==> src/rtl/aes128_iter_ctrl.sv <==
// Iterative AES-128 encryption controller.
// Holds the cipher state and the current round key, expands the next round
// key on the fly, and drives an external combinational round core once per
// cycle. Blocks enter through a valid/ready handshake on pt/key and leave
// through a valid/ready handshake on ct; one block takes 12 clocks minimum.

module aes128_iter_ctrl #(
    parameter int NR          = 10,
    parameter bit CLR_ON_DONE = 1'b1
) (
    input  logic         clk,
    input  logic         rst,
    input  logic         in_valid,
    output logic         in_ready,
    input  logic [127:0] pt,
    input  logic [127:0] key,
    output logic         out_valid,
    input  logic         out_ready,
    output logic [127:0] ct,
    output logic         busy,
    output logic [127:0] core_din,
    output logic [127:0] core_kin,
    output logic         core_sel,
    input  logic [127:0] core_dout
);

    // Only the 10-round AES-128 schedule is implemented.
    if (NR != 10) begin : g_nr_check
        $error("aes128_iter_ctrl: NR must be 10 (AES-128 only)");
    end

    localparam logic [3:0] NR_L = 4'(NR);

    // AES S-box, byte 0 in the most significant position.
    localparam logic [2047:0] SBOX = {
        128'h637c777bf26b6fc53001672bfed7ab76,
        128'hca82c97dfa5947f0add4a2af9ca472c0,
        128'hb7fd9326363ff7cc34a5e5f171d83115,
        128'h04c723c31896059a071280e2eb27b275,
        128'h09832c1a1b6e5aa0523bd6b329e32f84,
        128'h53d100ed20fcb15b6acbbe394a4c58cf,
        128'hd0efaafb434d338545f9027f503c9fa8,
        128'h51a3408f929d38f5bcb6da2110fff3d2,
        128'hcd0c13ec5f974417c4a77e3d645d1973,
        128'h60814fdc222a908846eeb814de5e0bdb,
        128'he0323a0a4906245cc2d3ac629195e479,
        128'he7c8376d8dd54ea96c56f4ea657aae08,
        128'hba78252e1ca6b4c6e8dd741f4bbd8b8a,
        128'h703eb5664803f60e613557b986c11d9e,
        128'he1f8981169d98e949b1e87e9ce5528df,
        128'h8ca1890dbfe6426841992d0fb054bb16
    };

    typedef enum logic [1:0] {
        S_IDLE  = 2'd0,
        S_ROUND = 2'd1,
        S_DONE  = 2'd2
    } state_t;

    state_t        state_r;
    logic [127:0]  st_r;
    logic [127:0]  rk_r;
    logic [127:0]  ct_r;
    logic [7:0]    rcon_r;
    logic [3:0]    rnd_r;
    logic          in_ready_r;
    logic          out_valid_r;
    logic          busy_r;

    logic [127:0]  nk_s;
    logic [127:0]  core_kin_s;
    logic          core_sel_s;

    function automatic logic [7:0] sbox(input logic [7:0] x);
        logic [7:0] idx;
        idx = 8'hff - x;
        return SBOX[{idx, 3'b000} +: 8];
    endfunction

    function automatic logic [31:0] sub_word(input logic [31:0] w);
        return {sbox(w[31:24]), sbox(w[23:16]), sbox(w[15:8]), sbox(w[7:0])};
    endfunction

    // Multiply by x in GF(2^8); carries the rcon sequence through 80 -> 1b.
    function automatic logic [7:0] xtime(input logic [7:0] b);
        return {b[6:0], 1'b0} ^ (b[7] ? 8'h1b : 8'h00);
    endfunction

    // Next round key from the current round key and rcon.
    always_comb begin
        logic [31:0] w0;
        logic [31:0] w1;
        logic [31:0] w2;
        logic [31:0] w3;
        logic [31:0] t;
        w0   = rk_r[127:96];
        w1   = rk_r[95:64];
        w2   = rk_r[63:32];
        w3   = rk_r[31:0];
        t    = sub_word({w3[23:0], w3[31:24]}) ^ {rcon_r, 24'h000000};
        nk_s = {w0 ^ t, w1 ^ w0 ^ t, w2 ^ w1 ^ w0 ^ t, w3 ^ w2 ^ w1 ^ w0 ^ t};
    end

    // Round core drive: next key and final-round flag only while iterating.
    always_comb begin
        core_kin_s = rk_r;
        core_sel_s = 1'b0;
        if (state_r == S_ROUND) begin
            core_kin_s = nk_s;
            core_sel_s = (rnd_r == NR_L);
        end else begin
            core_kin_s = rk_r;
            core_sel_s = 1'b0;
        end
    end

    // Control FSM and datapath registers; reset overrides every other event.
    always_ff @(posedge clk) begin
        if (rst) begin
            state_r     <= S_IDLE;
            st_r        <= 128'h0;
            rk_r        <= 128'h0;
            ct_r        <= 128'h0;
            rcon_r      <= 8'h01;
            rnd_r       <= 4'd0;
            in_ready_r  <= 1'b1;
            out_valid_r <= 1'b0;
            busy_r      <= 1'b0;
        end else begin
            case (state_r)
                S_IDLE: begin
                    if (in_valid) begin
                        st_r       <= pt ^ key;
                        rk_r       <= key;
                        rcon_r     <= 8'h01;
                        rnd_r      <= 4'd1;
                        state_r    <= S_ROUND;
                        in_ready_r <= 1'b0;
                        busy_r     <= 1'b1;
                    end else begin
                        state_r    <= S_IDLE;
                    end
                end
                S_ROUND: begin
                    st_r   <= core_dout;
                    rk_r   <= nk_s;
                    rcon_r <= xtime(rcon_r);
                    if (rnd_r == NR_L) begin
                        ct_r        <= core_dout;
                        rnd_r       <= 4'd0;
                        state_r     <= S_DONE;
                        out_valid_r <= 1'b1;
                    end else begin
                        rnd_r       <= rnd_r + 4'd1;
                    end
                end
                S_DONE: begin
                    if (out_ready) begin
                        state_r     <= S_IDLE;
                        out_valid_r <= 1'b0;
                        in_ready_r  <= 1'b1;
                        busy_r      <= 1'b0;
                        if (CLR_ON_DONE) begin
                            st_r <= 128'h0;
                            rk_r <= 128'h0;
                            ct_r <= 128'h0;
                        end else begin
                            ct_r <= ct_r;
                        end
                    end else begin
                        state_r     <= S_DONE;
                    end
                end
                default: begin
                    state_r     <= S_IDLE;
                    rnd_r       <= 4'd0;
                    rcon_r      <= 8'h01;
                    in_ready_r  <= 1'b1;
                    out_valid_r <= 1'b0;
                    busy_r      <= 1'b0;
                end
            endcase
        end
    end

    assign in_ready  = in_ready_r;
    assign out_valid = out_valid_r;
    assign busy      = busy_r;
    assign ct        = ct_r;
    assign core_din  = st_r;
    assign core_kin  = core_kin_s;
    assign core_sel  = core_sel_s;

endmodule

==> config.mk <==
export PLATFORM = sky130hd
export DESIGN_NAME = aes128_iter_ctrl
export DESIGN_NICKNAME = d
export VERILOG_FILES = /design/src/rtl/aes128_iter_ctrl.sv
export SDC_FILE = /design/constraint.sdc
export NUM_CORES = 2
export LEC_CHECK = 0
export BUFFER_PORTS_ARGS = -buffer_cell sky130_fd_sc_hd__buf_2
export CAP_MARGIN = 0
export CORE_AREA = 3 3 297 299
export DETAILED_ROUTE_END_ITERATION = 8
export DIE_AREA = 0 0 300 302
export HOLD_SLACK_MARGIN = 0.05
export PLACE_DENSITY_LB_ADDON = 0.1
export SYNTH_ARGS = -nofsm -noshare
export SYNTH_HDL_FRONTEND = slang
export SYNTH_SLANG_ARGS = --single-unit
==> constraint.sdc <==
create_clock -name clk -period 5.1 [get_ports clk]
set_input_delay 0.51 -clock clk [delete_from_list [all_inputs] [get_ports clk]]
set_output_delay 0.51 -clock clk [all_outputs]
set_load 0.02 [all_outputs]
# Yosys cells after proc, flatten, opt, wreduce, memory -nomap -nowiden
# Index checks and enable logic that the tools add are counted.
# W data, S select, Z words.
dict set report word_totals {
  register_bits 401
  inputBits 388
  out_inout_bits 388
  elab_cells 75
}
dict set report classes {
  n_addsub 5
  eq_ne 6
  n_shift 4
  muxes 27
  n_bitwise 16
  n_reduce_logical 8
}
# cell count
set op_table {}
lappend op_table {{$shiftx A2048 B12 Y8 const A} 4}
lappend op_table {{$pmux W128 S3} 2}
lappend op_table {{$mux W128} 5}
lappend op_table {{$xor A32 B32 Y32} 11}
lappend op_table {{$pmux W128 S2} 1}
lappend op_table {{$xor A128 B128 Y128} 1}
lappend op_table {{$sub A8 B8 Y8 const A} 4}
lappend op_table {{$pmux W8 S3} 1}
lappend op_table {{$pmux W4 S3} 1}
lappend op_table {{$reduce_and A3 Y1} 4}
lappend op_table {{$pmux W1 S3} 3}
lappend op_table {{$mux W4} 2}
lappend op_table {{$mux W8} 1}
lappend op_table {{$xor A8 B5 Y8} 1}
lappend op_table {{$mux W1} 7}
lappend op_table {{$pmux W2 S3} 1}
lappend op_table {{$mux W5} 1}
lappend op_table {{$add A4 B1 Y4 const B} 1}
lappend op_table {{$eq A4 B4 Y1 const B} 1}
lappend op_table {{$mux W2} 2}
lappend op_table {{$ne A2 B2 Y1 const B} 2}
lappend op_table {{$not A1 Y1} 3}
lappend op_table {{$reduce_bool A3 Y1} 1}
lappend op_table {{$eq A2 B1 Y1 const B} 1}
lappend op_table {{5 further kinds} 5}

# Depth between registers and ports, before layout
dict set report depth {
  word_depth 5
  depth_mapped 16
  depth_no_buf 12
}

# Worst setup path before layout
# OpenSTA, ideal clock, no wires.
dict set report synth_timing {
  path_type {reg-to-output}
  startpoint {register rk_r[17]}
  endpoint {output port core_kin[27]}
  t_arrival_ns 4.078
  required_ns 4.590
  setup_slack_ns 0.512
  path_stages_with_launch 15
  path_buffers 3
  cell_sequence {dfxtp_1 -> clkbuf_1 -> clkbuf_1 -> inv_1 -> ha_1 -> buf_2 -> inv_1 -> o21ai_0 -> mux4_2 -> a311o_1 -> o22ai_2 -> xnor3_1 -> xor2_1 -> nand2_1 -> xnor2_1}
}
dict set report synth_via {
  elab_chain_cells 5
}
# item line
set synth_lines {}
lappend synth_lines {{start: declaration} 62} ;# logic [127:0] rk_r;
lappend synth_lines {{start signal: assignment} 134} ;# rk_r <= key;
lappend synth_lines {{start signal: assignment} 146} ;# rk_r <= nk_s;
lappend synth_lines {{$sub A8 B8 Y8} 76} ;# idx = 8'hff - x;
lappend synth_lines {{$shiftx A2048 B12 Y8} 77} ;# return SBOX[{idx, 3'b000} +: 8];
lappend synth_lines {{$xor A32 B32 Y32} 100} ;# t = sub_word({w3[23:0], w3[31:24]}) ^ {rcon_r, 24'h000000};
lappend synth_lines {{$xor A32 B32 Y32} 101} ;# nk_s = {w0 ^ t, w1 ^ w0 ^ t, w2 ^ w1 ^ w0 ^ t, w3 ^ w2 ^ w1 ^ w0 ^ t};
lappend synth_lines {{$mux W128} 108} ;# if (state_r == S_ROUND) begin
lappend synth_lines {{end: declaration} 22} ;# output logic [127:0] core_kin,
# No other way between the ends.

# Worst setup path in the final report
dict set report layout_timing {
  startpoint {register rk_r[8]}
  endpoint {output port core_kin[84]}
}
# The elaborated chain is that of the path after synthesis.

==> results.tsv <==
metric	value	unit
synth.distinct_cells	110	
grt-ovfl-total	0	
report.final.slew_viol_count	0	
max_freq	0.194	GHz
power.density	481	nW/um2
seq_power_share	19.1	%
antenna_found_initial	78	
crit_path_start_kind	register	
clock_tree.buffer_depth	3	
die_h	302	um
preCtsSetupSlack	0.287	ns
power.share.combinational	64.1	%
ys_ff_latch	401	
crit_chain	clkinv_1 > ha_2 > buf_4 > nor2_1 > a211oi_1 > nor4b_1 > o41ai_2 > a21oi_1 > a211oi_4 > buf_4 > xnor2_1 > nand2_1 > xnor2_1 > buf_2	
power_leakage	18.5	nW
fin_util	51.7	%
tightest_slew	1.04	ns
path_max_fanout	11	
hold_buffers	0	
tns	-0.0472	ns
drc	0	
hold_class	primary input to register	
clock_skew	0.0727	ns
rr_startpoint	rk_r[8]$_SDFFE_PP0P_	
reg2reg_to	rk_r[20]$_SDFFE_PP0P_	
nets	5957	
htree_levels	2	
violations	setup timing	
clk_latency	0.66	ns
dpl_cell_area	41900	um2
min_path_cells	3	
io_buffers	775	
cp-startpoint	rk_r[8]$_SDFFE_PP0P_	
grt_pass1_wl	306000	um
place_hpwl	166000	um
start_util	42.5	%
r2r_cells	14	
finalCritPeriodShare	101	%
die_w	300	um
cts-buffers-inserted	49	
status	finished, violations left	
synth_area	36300	um2
fillers	8625	
area_growth	21.8	%
switching_share	50.7	%
place.gp.congestion	1.09	
wl_per_cell	32.9	um
syn_inst	4921	
synthesis.nets	5379	
ys_warn_count	0	
worst_ir_drop_vdd	284	uV
num_vias	44827	
p_int	10.5	mW
power	21.3	mW
clockRootBuffer	clkbuf_16	
clkPwrFrac	16.8	%
drt_pass1_iterations	9	
crit_required	4.59	ns
worst-setup-path-type	register to output port	
clock_sinks	401	
hp-start	core_dout[4]	
ios	776	
avgSynthCellArea	7.37	um2
detail-route-antenna-nets	0	
grt_pass1_vias	40513	
drt_iter0_markers	7132	
whs_endpoint	ct[4]$_SDFFE_PP0P_	
slowest_delay	0.86	ns
synth_edf_count	0	
viasPerCell	6.65	
worst_path_max_delay_cell	nor4b_1	
grt_max_degree	166	
rsz0062_at_grt	true	
layout_min_cycle_time	5.15	ns
yosysSeqAreaShare	22.1	%
layout-drive-gt1-share	24.9	%
ff2ff_setup_slack	1.03	ns
max-cap-violations	0	
setup_viol	1	
p_sw	10.8	mW
cts_tree	yes	
clk_pin_slew	0.06	ns
core	85400	um2
timing.final.ws_setup	-0.0472	ns
dieArea	90600	um2
wirelength	221000	um
fp-row-count	107	
ys_async_sr_fraction	0	%
synth_flop_cell	dfxtp_1	
track_usage	46.0	%
crit_arrival	4.64	ns
critPathCaptureType	output port	
relSlewSlack	30.6	%
postLayoutCellArea	44200	um2
final_hold_viol_count	0	
==> area by class of cell <==
| class | instances | area [um2] | area share [%] |
|---|---|---|---|
| timing repair buffer | 1082 | 6590 | 14.9 |
| antenna | 59 | 148 | 0.334 |
| clock inverter | 20 | 204 | 0.462 |
| tap | 1144 | 1430 | 3.24 |
| multi-input combinational | 3892 | 26100 | 59.0 |
| inverter | 73 | 282 | 0.637 |
| sequential | 401 | 8060 | 18.3 |
| clock buffer | 66 | 1380 | 3.12 |
==> how the worst max path moves through the flow <==
stage | to | slack [ns] | cells after the start
after global placement | core_kin[29] | 0.21 | 13
after floorplan | core_kin[27] | 0.51 | 14
after CTS | core_kin[27] | 0.005 | 14
final | core_kin[84] | -0.05 | 14
after global routing | core_kin[84] | -0.15 | 14
after detailed placement | core_kin[29] | 0.29 | 13
==> worst max-delay path: cells and delay by family, from the launching register on <==
family / cells / cell delay, ns
compound gates: 4 / 0.68
simple gates: 3 / 1.33
fa+ha+maj: 1 / 0.38
flops: 1 / 0.35
xor+xnor: 2 / 0.42
buf+inv: 4 / 0.81
==> cells by family (layout without fill, tap and decap cells) <==
group	count (synthesis)	after routing	synth area share, %
AOI/OAI and AO/OA	1613	1613	30.3
xor gates and xnor gates	391	391	10.4
adders and majority gates	72	72	2.47
buffers and inverters	628	1241	7.25
DFF	401	401	22.1
muxes	123	123	5.19
other	0	59	0
and+or+nand+nor	1693	1693	22.2
==> power groups by stage <==
stage / Sequential, mW / Clock (mW) / Combinational (mW)
after floorplan: 4.09 / 0 / 7.63
after global placement: 4.15 / 0 / 12.8
after detailed placement: 4.16 / 0 / 12.7
after CTS: 4.09 / 3.57 / 12.8
after global routing: 4.10 / 3.69 / 14.2
final: 4.07 / 3.56 / 13.6
==> routing by layer <==
| layer | wire length, um | vias up | global-route usage, % | part of all wire [%] |
|---|---|---|---|---|
| met5 | 100 | - | 0 | 0.045 |
| li1 | - | 19169 | - | - |
| met3 | 26700 | 802 | 12.8 | 12 |
| met1 | 79100 | 21440 | 55.8 | 36 |
| met4 | 21500 | 16 | 37.0 | 9.7 |
| met2 | 94000 | 3400 | 68.4 | 42 |
==> flip-flops by register name (all words and copies together) (netlist names) <==
signal,cells
busy,1
core_din,128
ct,128
in_ready,1
out_valid,1
rcon_r,8
rk_r,128
rnd_r,4
state_r,2
==> timing repair <==
item	in CTS	in global routing
setup buffers	1	10
gates resized for setup	23	61
pin swaps	0	5
endpoints found under the setup margin	28	45
==> cells in the mapped netlist (100+ instances only) <==
master	instances	area [um2]
nor2_1	670	2510
dfxtp_1	401	8030
a21oi_1	387	1940
clkbuf_1	371	1390
a22oi_1	303	2270
nand2_1	302	1130
o21ai_0	255	1280
xor2_1	193	1690
xnor2_1	171	1500
nor3_1	117	586
nand2b_1	104	651
nand3_1	104	521
buf_2	100	500
==> stage by stage <==
| stage | std cells | hold WS [ns] |
|---|---|---|
| 3_5_place_dp | 6581 | 0.435 |
| 6_report | 6737 | 0.132 |
| 4_1_cts | 6668 | 0.132 |
| 5_1_grt | 6722 | 0.155 |
| 2_1_floorplan | 4921 | 0.462 |
| 3_3_place_gp | 6581 | 0.431 |
==> cells in the final DEF, fill, tap and decap left out, drive strengths merged, types with 104 or more instances in the layout <==
cell and count:
a21oi 388, nand2b 104, nor3 117, buf 1082
nand2 303, xor2 195, nor2 671, nand3 104
xnor2 172, o21ai 260, dfxtp 401, a22oi 303
Note: power is estimated with default switching activity, not from simulation.
